$ cat src/rtl/interrupt_pkg.sv
// Shared types and elaboration-time helpers for the multi-channel interrupt manager.
package interrupt_pkg;

  typedef enum logic {
    IDLE   = 1'b0,
    ACTIVE = 1'b1
  } irq_state_t;

  // Ceiling log2: number of bits needed to count value distinct states.
  function automatic int log2(input int value);
    int result;
    int remaining;
    result    = 0;
    remaining = value - 1;
    while (remaining > 0) begin
      result    = result + 1;
      remaining = remaining >> 1;
    end
    return result;
  endfunction

  // Holdoff length in clk cycles.
  function automatic int time_interval_cycles(input int interval_ms, input int clk_freq_khz);
    return interval_ms * clk_freq_khz;
  endfunction

  // Width of a counter that must hold 0..max_value inclusive.
  function automatic int counter_width(input int max_value);
    return (log2(max_value + 1) < 1) ? 1 : log2(max_value + 1);
  endfunction

endpackage

$ cat src/rtl/interrupt_channel.sv
// One interrupt channel: pending flag, reported flag and sticky overflow flag.
module interrupt_channel
  import interrupt_pkg::*;
(
  input  logic clk,
  input  logic reset_n,
  input  logic full_frame,
  input  logic en,
  input  logic evt,
  input  logic clear,
  input  logic issue,
  output logic pending,
  output logic reported,
  output logic overflow
);

  logic gate;

  assign gate = full_frame & en;

  // Pending flag: a new event wins over a same-cycle clear; gating forces it low.
  always_ff @(posedge clk or negedge reset_n) begin
    if (!reset_n) begin
      pending <= 1'b0;
    end else if (!gate) begin
      pending <= 1'b0;
    end else if (evt) begin
      pending <= 1'b1;
    end else if (clear) begin
      pending <= 1'b0;
    end
  end

  // Overflow flag: an event landing on an already pending channel is remembered until cleared.
  always_ff @(posedge clk or negedge reset_n) begin
    if (!reset_n) begin
      overflow <= 1'b0;
    end else if (!gate) begin
      overflow <= 1'b0;
    end else if (evt && pending) begin
      overflow <= 1'b1;
    end else if (clear) begin
      overflow <= 1'b0;
    end
  end

  // Reported flag: latched by the issue strobe, dropped with the pending flag or on gating.
  always_ff @(posedge clk or negedge reset_n) begin
    if (!reset_n) begin
      reported <= 1'b0;
    end else if (!gate || !pending) begin
      reported <= 1'b0;
    end else if (issue) begin
      reported <= 1'b1;
    end
  end

endmodule

$ cat src/rtl/interrupt_multi.sv
// Multi-channel frame interrupt manager: frame gating, interval holdoff, issue FSM and pin driver.
module interrupt_multi
  import interrupt_pkg::*;
#(
  parameter int INT_NUM              = 2,
  parameter int INT_TIME_INTERVAL_MS = 50,
  parameter int CLK_FREQ_KHZ         = 55000,
  parameter int PULSE_CYCLES         = 16,
  parameter int LEVEL_MODE           = 0,
  parameter int INT_ACTIVE_HIGH      = 1
) (
  input  logic               clk,
  input  logic               reset_n,
  input  logic               i_fval,
  input  logic               i_acquisition_start,
  input  logic               i_stream_enable,
  input  logic [INT_NUM-1:0] iv_event,
  input  logic [INT_NUM-1:0] iv_interrupt_en,
  input  logic [INT_NUM-1:0] iv_interrupt_clear,
  output logic [INT_NUM-1:0] ov_interrupt_state,
  output logic [INT_NUM-1:0] ov_event_overflow,
  output logic               o_interrupt
);

  localparam int TIME_INTERVAL = time_interval_cycles(INT_TIME_INTERVAL_MS, CLK_FREQ_KHZ);
  localparam int CNT_WIDTH     = counter_width(TIME_INTERVAL);
  localparam int PCNT_WIDTH    = counter_width(PULSE_CYCLES);

  localparam logic [CNT_WIDTH-1:0]  CNT_MAX    = CNT_WIDTH'(TIME_INTERVAL);
  localparam logic [PCNT_WIDTH-1:0] PULSE_LAST = PCNT_WIDTH'(PULSE_CYCLES - 1);

  logic                  run;
  logic [1:0]            fval_sr;
  logic                  fval_rise;
  logic                  fval_fall;
  logic                  arm;
  logic                  full_frame;
  logic [INT_NUM-1:0]    pending;
  logic [INT_NUM-1:0]    reported;
  logic                  has_unreported;
  logic [CNT_WIDTH-1:0]  interval_cnt;
  logic [CNT_WIDTH-1:0]  interval_cnt_next;
  logic                  time_up;
  irq_state_t            state;
  irq_state_t            state_next;
  logic                  start_issue;
  logic                  issue;
  logic [PCNT_WIDTH-1:0] pulse_cnt;
  logic [PCNT_WIDTH-1:0] pulse_cnt_next;
  logic                  pin_next;
  logic                  pin_q;

  assign run            = i_acquisition_start & i_stream_enable;
  assign fval_rise      = fval_sr[0] & ~fval_sr[1];
  assign fval_fall      = ~fval_sr[0] & fval_sr[1];
  assign has_unreported = |(pending & ~reported);

  // Two-stage fval history used for edge detection.
  always_ff @(posedge clk or negedge reset_n) begin
    if (!reset_n) begin
      fval_sr <= 2'b00;
    end else begin
      fval_sr <= {fval_sr[0], i_fval};
    end
  end

  // Frame qualifier: arm on a rising fval while running, qualify on the following fall.
  always_ff @(posedge clk or negedge reset_n) begin
    if (!reset_n) begin
      arm        <= 1'b0;
      full_frame <= 1'b0;
    end else if (!run) begin
      arm        <= 1'b0;
      full_frame <= 1'b0;
    end else begin
      if (fval_rise) begin
        arm <= 1'b1;
      end
      if (fval_fall && arm) begin
        full_frame <= 1'b1;
      end
    end
  end

  genvar j;
  for (j = 0; j < INT_NUM; j++) begin : g_chan
    interrupt_channel u_chan (
      .clk        (clk),
      .reset_n    (reset_n),
      .full_frame (full_frame),
      .en         (iv_interrupt_en[j]),
      .evt        (iv_event[j]),
      .clear      (iv_interrupt_clear[j]),
      .issue      (issue),
      .pending    (pending[j]),
      .reported   (reported[j]),
      .overflow   (ov_event_overflow[j])
    );
  end

  assign ov_interrupt_state = reported;

  // Holdoff counter restarts on the issue decision and saturates at the interval.
  always_comb begin
    interval_cnt_next = interval_cnt;
    if (start_issue) begin
      interval_cnt_next = '0;
    end else if (interval_cnt != CNT_MAX) begin
      interval_cnt_next = interval_cnt + 1'b1;
    end
  end

  // Holdoff register; time_up tracks the counter value of the coming cycle.
  always_ff @(posedge clk or negedge reset_n) begin
    if (!reset_n) begin
      interval_cnt <= CNT_MAX;
      time_up      <= 1'b0;
    end else begin
      interval_cnt <= interval_cnt_next;
      time_up      <= (interval_cnt_next == CNT_MAX);
    end
  end

  // Issue FSM: leave IDLE once the holdoff expired and an unreported channel waits.
  always_comb begin
    state_next     = state;
    start_issue    = 1'b0;
    pin_next       = 1'b0;
    pulse_cnt_next = pulse_cnt;
    case (state)
      IDLE: begin
        pulse_cnt_next = '0;
        if (time_up && has_unreported) begin
          state_next  = ACTIVE;
          start_issue = 1'b1;
        end
      end
      ACTIVE: begin
        if (LEVEL_MODE != 0) begin
          pin_next = issue | (|reported);
          if (!pin_next) begin
            state_next = IDLE;
          end
        end else begin
          pin_next       = 1'b1;
          pulse_cnt_next = pulse_cnt + 1'b1;
          if (pulse_cnt == PULSE_LAST) begin
            state_next = IDLE;
          end
        end
      end
      default: begin
        state_next = IDLE;
      end
    endcase
  end

  // FSM state, issue strobe, pulse width counter and pin register.
  always_ff @(posedge clk or negedge reset_n) begin
    if (!reset_n) begin
      state     <= IDLE;
      issue     <= 1'b0;
      pulse_cnt <= '0;
      pin_q     <= 1'b0;
    end else begin
      state     <= state_next;
      issue     <= start_issue;
      pulse_cnt <= pulse_cnt_next;
      pin_q     <= pin_next;
    end
  end

  assign o_interrupt = (INT_ACTIVE_HIGH != 0) ? pin_q : ~pin_q;

endmodule

$ cat config.mk
export PLATFORM = sky130hd
export DESIGN_NAME = interrupt_multi
export DESIGN_NICKNAME = d
export VERILOG_FILES = /design/src/rtl/interrupt_pkg.sv /design/src/rtl/interrupt_channel.sv /design/src/rtl/interrupt_multi.sv
export SDC_FILE = /design/constraint.sdc
export NUM_CORES = 1
export LEC_CHECK = 0
export ABC_AREA = 1
export BUFFER_PORTS_ARGS = -buffer_cell sky130_fd_sc_hd__buf_2
export CAP_MARGIN = 20
export CORE_MARGIN = 2
export CORE_UTILIZATION = 41
export DETAILED_ROUTE_END_ITERATION = 10
export SLEW_MARGIN = 20
export SYNTH_ARGS = -nofsm -noshare
export SYNTH_HDL_FRONTEND = slang
export SYNTH_SLANG_ARGS = --single-unit
$ cat constraint.sdc
create_clock -name clk -period 2.73 [get_ports clk]
set_input_delay 0 -clock clk [delete_from_list [all_inputs] [get_ports clk]]
set_output_delay 0 -clock clk [all_outputs]
set_load 0.02 [all_outputs]
---- Yosys cells after proc, flatten, opt, wreduce, memory -nomap -nowiden ----
Index checks and enable logic that the tools add are counted.
W data, S select, Z words.
storage, ports and cells
  output and inout port bits .............. 5
  logic and storage cells ................. 74
  register bits after elaboration ......... 41
cells by class
  $add $sub $neg .......................... 2
  equality and inequality tests ........... 9
  bitwise gates (word level) .............. 10
  reductions and logical operators ........ 13
  mux-type cells .......................... 25
operators by type and width
  cell                     number
  $mux W22                 2
  $add A22 B1 Y22 const B  1
  $eq A22 B22 Y1 const B   1
  $ne A22 B22 Y1 const B   1
  $mux W1                  21
  $ne A3 B3 Y1 const B     4
  $pmux W5 S2              1
  $add A5 B1 Y5 const B    1
  $and A1 B1 Y1            5
  $eq A5 B4 Y1 const B     1
  $logic_and A1 B1 Y1      4
  $logic_not A1 Y1         4
  $ne A2 B1 Y1 const B     2
  $reduce_bool A2 Y1       2
  $not A1 Y1               3
  $and A2 B2 Y2            1
  $logic_or A1 B1 Y1       2
  $not A2 Y2               1
  $pmux W1 S2              1
  $reduce_or A2 Y1         1

---- Longest topological paths before layout ----
  word-level depth ........................ 8
  mapped depth ............................ 13
  mapped depth without buffers ............ 13

---- Hierarchy ----
Synthesis repeated with hierarchy kept, for this count alone.
unflattened totals
  cells, all modules ...................... 277
  area total of the unflattened synthesis .. 2169.6 um2
modules (own cells, without submodules)
  module             area an instance (um2)  cells each  instances  seq. area each (um2)
  interrupt_multi    1929.4                  251         1          889.6
  interrupt_channel  120.1                   13          2          75.1

---- Least setup slack after synthesis ----
Ideal clock, no wire load.
  kind .................................... register -> register
  from .................................... reg interval_cnt[0]
  to ...................................... reg time_up
  required time ........................... 2659 ps
  cell stages (with the launch flop) ...... 12
  setup time .............................. 71 ps
  path slack .............................. 1186 ps
  arrival ................................. 1473 ps
  clock period less this slack ............ 1544 ps
  cells stage by stage .................... dfrtp_1 -> ha_1 -> nand3_2 -> nor2_4 -> nand3_1 -> nand2_1 -> nand3_1 -> nor2_1 -> nand2_1 -> nor2_1 -> nand3_1 -> nor2_1
between the ends
  cells in the longest elaborated chain, start to end .. 4
  elaborated cells between the ends (all ways) .. 5
ends and longest elaborated chain
  item                                                      RTL line                                        text
  start, declared                                           interrupt_multi.sv:41                           logic [CNT_WIDTH-1:0] interval_cnt;
  start signal, assigned                                    interrupt_multi.sv:119                          interval_cnt <= interval_cnt_next;
  $add A22 B1 Y22 / $ne A22 B22 Y1 (equally long branches)  interrupt_multi.sv:109, interrupt_multi.sv:108
  $mux W22 (*)                                              interrupt_multi.sv:108                          end else if (interval_cnt != CNT_MAX) begin
  $mux W22 (*)                                              interrupt_multi.sv:106                          if (start_issue) begin
  $eq A22 B22 Y1 (*)                                        interrupt_multi.sv:120                          time_up <= (interval_cnt_next == CNT_MAX);
  end signal, assigned                                      interrupt_multi.sv:120
  end, declared                                             interrupt_multi.sv:43                           logic time_up;
Every way passes the cells marked *; elsewhere a longest branch is shown, timed or not.
A chain may end at the register's enable or synchronous reset.

---- Final worst setup path ----
  from .................................... reg interval_cnt[0]
  to ...................................... reg time_up
between the ends
  cells in the longest elaborated chain, start to end .. 4
  elaborated cells between the ends (all ways) .. 5
ends and longest elaborated chain
  item                                                      RTL line                                        text
  $add A22 B1 Y22 / $ne A22 B22 Y1 (equally long branches)  interrupt_multi.sv:109, interrupt_multi.sv:108
  $mux W22 (*)                                              interrupt_multi.sv:108
  $mux W22 (*)                                              interrupt_multi.sv:106
  named net interval_cnt_next[18]                           interrupt_multi.sv:42                           logic [CNT_WIDTH-1:0] interval_cnt_next;
  $eq A22 B22 Y1 (*)                                        interrupt_multi.sv:120
The timed path passes the listed nets; every way through them passes the cells marked *.

==> out/results.ini <==
[sta]
setup_viol = 0
worstMarginPinSlew_ps = 884
fin_worst_skew_ps = 12.7
hold_violations = 0
slew_headroom_pct = 41.0
min_period_over_period_pct = 70.0
rsz0062_at_grt = false
final.setup.tns_ps = 0
finalMaxSlewViolations = 0
clock.fmax_ghz = 0.524
setup_ws_ps = 820
min_period_ps = 1910

[synth]
yosysTopAreaCellShare_pct = 32.5
synthAdderAreaFrac_pct = 2.16
avgSynthCellArea_sq_um = 7.53
synth.area.top_cells = dfrtp_1 32%, dfstp_2 13%, nand2_1 11%
ys_ff_latch = 41
synth_compound_area_share_pct = 6.01
synth_seq_area_share_pct = 45.0
yosysTopAreaCell = dfrtp_1
yosysWarnings = 0
yosys.cell_types.count = 28
muxShareOfSynthArea_pct = 0
netlist_area_sq_um = 2310
mappedNetlistNets = 322
synth_xor_area_share_pct = 0.758
syn_inst = 307
synth-simple-area-share_pct = 36.6
synth_top_family_by_area = simple AND/OR/NAND/NOR gates

[hold_path]
hp-class = input port to register

[route]
drtIter0Drc = 137
drc = 0
drt-total-wl_microns = 4990
wl_per_cell_microns = 12.1
ant_nets = 0
vias = 1980
dr.pass1.iters = 4
viasPerCell = 4.82

[power]
ir_drop_mv = 0.210
power_per_cell_area_nw_per_um2 = 395
combPwrFrac_pct = 3.2
swShare_pct = 23.4
p_leak_nw = 1.28
power_mw = 1.05
p_seq_share_pct = 57.9
p_clk_share_pct = 38.9
cellInternalPower_uw = 807
switchingPower_uw = 247

[grt]
grt_pass1_wl_microns = 8770
gr-total-overflow = 0
antenna_found_initial = 0
grt_max_degree = 42
grt_util_all_layers_pct = 18.0
grt_pass1_vias = 1952

[die]
top_level_ports = 16
rows = 27
die_y_microns = 79.1
die_area_sq_um = 6260
start_util_pct = 42.2
core_sq_um = 5470
die_w_microns = 79.1

[worst_setup_path]
worstPathMaxFanout = 6
crit_family = simple AND/OR/NAND/NOR gates
arrival_ps = 2150
crit_chain = ha_1 > nand3_2 > nor2_4 > nand2_2 > nor3_1 > nor2_1 > nor2_1 > nand3_1 > nor2_1
max_stage_delay_ps = 460
worst-path-buf-inv = 0
critPathLaunchType = register
worstPathRequired_ps = 2970
worst_setup_path_end_kind = register
worst_path_most_repeated_cell = nor2_1
critPathKind = register to register
cpMaxStageDelayCell = dfrtp_1

[clock_tree]
root_buffer = clkbuf_8
cts_buffer_depth = 2
clkLatencyLatePin_ps = 310
clkTransAtPathRegs_ps = 80
cts.sinks = 41
htreeDepth = 2
cts_inserted_buffers = 5
cts_tree = built

[placed_design]
numPortBuffers = 15
finalWeightedCongestion = 0.923
placed_cell_area_sq_um = 2440
dp_slack_ps = 869
dp_hpwl_microns = 3620

[final_layout]
layout-drive-gt1-share_pct = 17.4
area_delta_synth_final_pct = 15.6
final_common_cell = nand2_1
layout_common_cells = 69 x nand2_1, 50 x nor2_1, 47 x inv_1, 31 x nand3_1, 30 x dfrtp_1
final_core_util_pct = 48.8
fin_area_sq_um = 2670
n_antenna_cell = 0
fin_nets = 353

[run_status]
status = completed

[flow_run]
drv_cap = 0

==> worst paths after layout <==
path | from | to | slack (ps) | cells after the start
setup reg to reg | interval_cnt[0]$_DFF_PN0_ | time_up$_DFF_PN0_ | 820 | 9
min in group asynchronous | reset_n | interval_cnt[18]$_DFF_PN0_ | 350 | 2
hold / removal | i_fval | fval_sr[0]$_DFF_PN0_ | 340 | 2
setup / recovery | interval_cnt[0]$_DFF_PN0_ | time_up$_DFF_PN0_ | 820 | 9
max in group asynchronous | reset_n | interval_cnt[7]$_DFF_PN0_ | 1820 | 2
hold reg to reg | fval_sr[0]$_DFF_PN0_ | fval_sr[1]$_DFF_PN0_ | 380 | 0
==> final cells by class <==
class	count	area, sq um
Timing Repair Buffer	29	215
Sequential cell	41	1040
Clock inverter	3	21.3
Clock buffer	5	68.8
Tap cell	72	90.1
Inverter	49	184
Fill cell	565	2800
Multi-Input combinational cell	212	1050
==> worst reg2reg max path, stage by stage (launching register included) <==
cell	delay, ps
dfrtp_1	460
ha_1	270
nand3_2	160
nor2_4	190
nand2_2	110
nor3_1	180
nor2_1	80
nor2_1	160
nand3_1	140
nor2_1	120
==> layer usage <==
| metal | wire, microns | track usage [%] |
|---|---|---|
| met1 | 2390 | 24.0 |
| met2 | 2280 | 28.7 |
| met3 | 220 | 3.41 |
| met4 | 104 | 7.41 |
| met5 | 0 | 0 |
==> cell usage after synthesis <==
cell and n:
inv_1 47, nor3_1 2, o21ai_0 7, o21bai_1 2, nor2_4 3, buf_2 1, nand2_2 4, nand3b_1 2
buf_4 4, dfrtp_1 30, nor2_2 7, nor2_1 50, o21ai_2 1, nor3_4 1, o21bai_2 1, inv_2 2
o21ai_1 2, ha_1 4, nand4_1 8, nand3_2 4, xor2_1 1, dfstp_2 11, nand2_4 1, nand2_1 69
a21oi_2 1, xnor2_1 1, a21oi_1 10, nand3_1 31
==> flip-flops by register name, summed over array words and instances (netlist names) <==
signal                  count
g_chan.u_chan.reported      2
interval_cnt               22
state                       1
g_chan.u_chan.overflow      2
issue                       1
time_up                     1
arm                         1
g_chan.u_chan.pending       2
o_interrupt                 1
fval_sr                     2
full_frame                  1
pulse_cnt                   5
==> power by group through the flow <==
| stage | registers, mW | clock network [mW] | logic [mW] |
|---|---|---|---|
| floorplan | 0.622 | 0 | 0.00386 |
| global placement | 0.622 | 0 | 0.0234 |
| detailed placement | 0.622 | 0 | 0.0238 |
| CTS | 0.611 | 0.429 | 0.0346 |
| global route | 0.611 | 0.449 | 0.0397 |
| finish | 0.611 | 0.410 | 0.0335 |
==> kinds of logic after synthesis <==
logic type	count (synthesis)
simple gates	182
buf+inv	54
flops	41
compound gates	24
fa+ha+maj	4
xor+xnor	2
==> through the flow <==
stage | hold WS, ps | cells
finish | 342 | 411
global route | 354 | 411
CTS | 332 | 411
detailed placement | 110 | 389
global placement | 108 | 389
floorplan | -296 | 307
==> repair_timing <==
action | in CTS | in global routing
hold buffers | 14 | 0
endpoints found under the hold margin | 39 | 0
setup buffers | 0 | 0
resized for setup | 0 | 0
(Power assumes the default switching activity.)
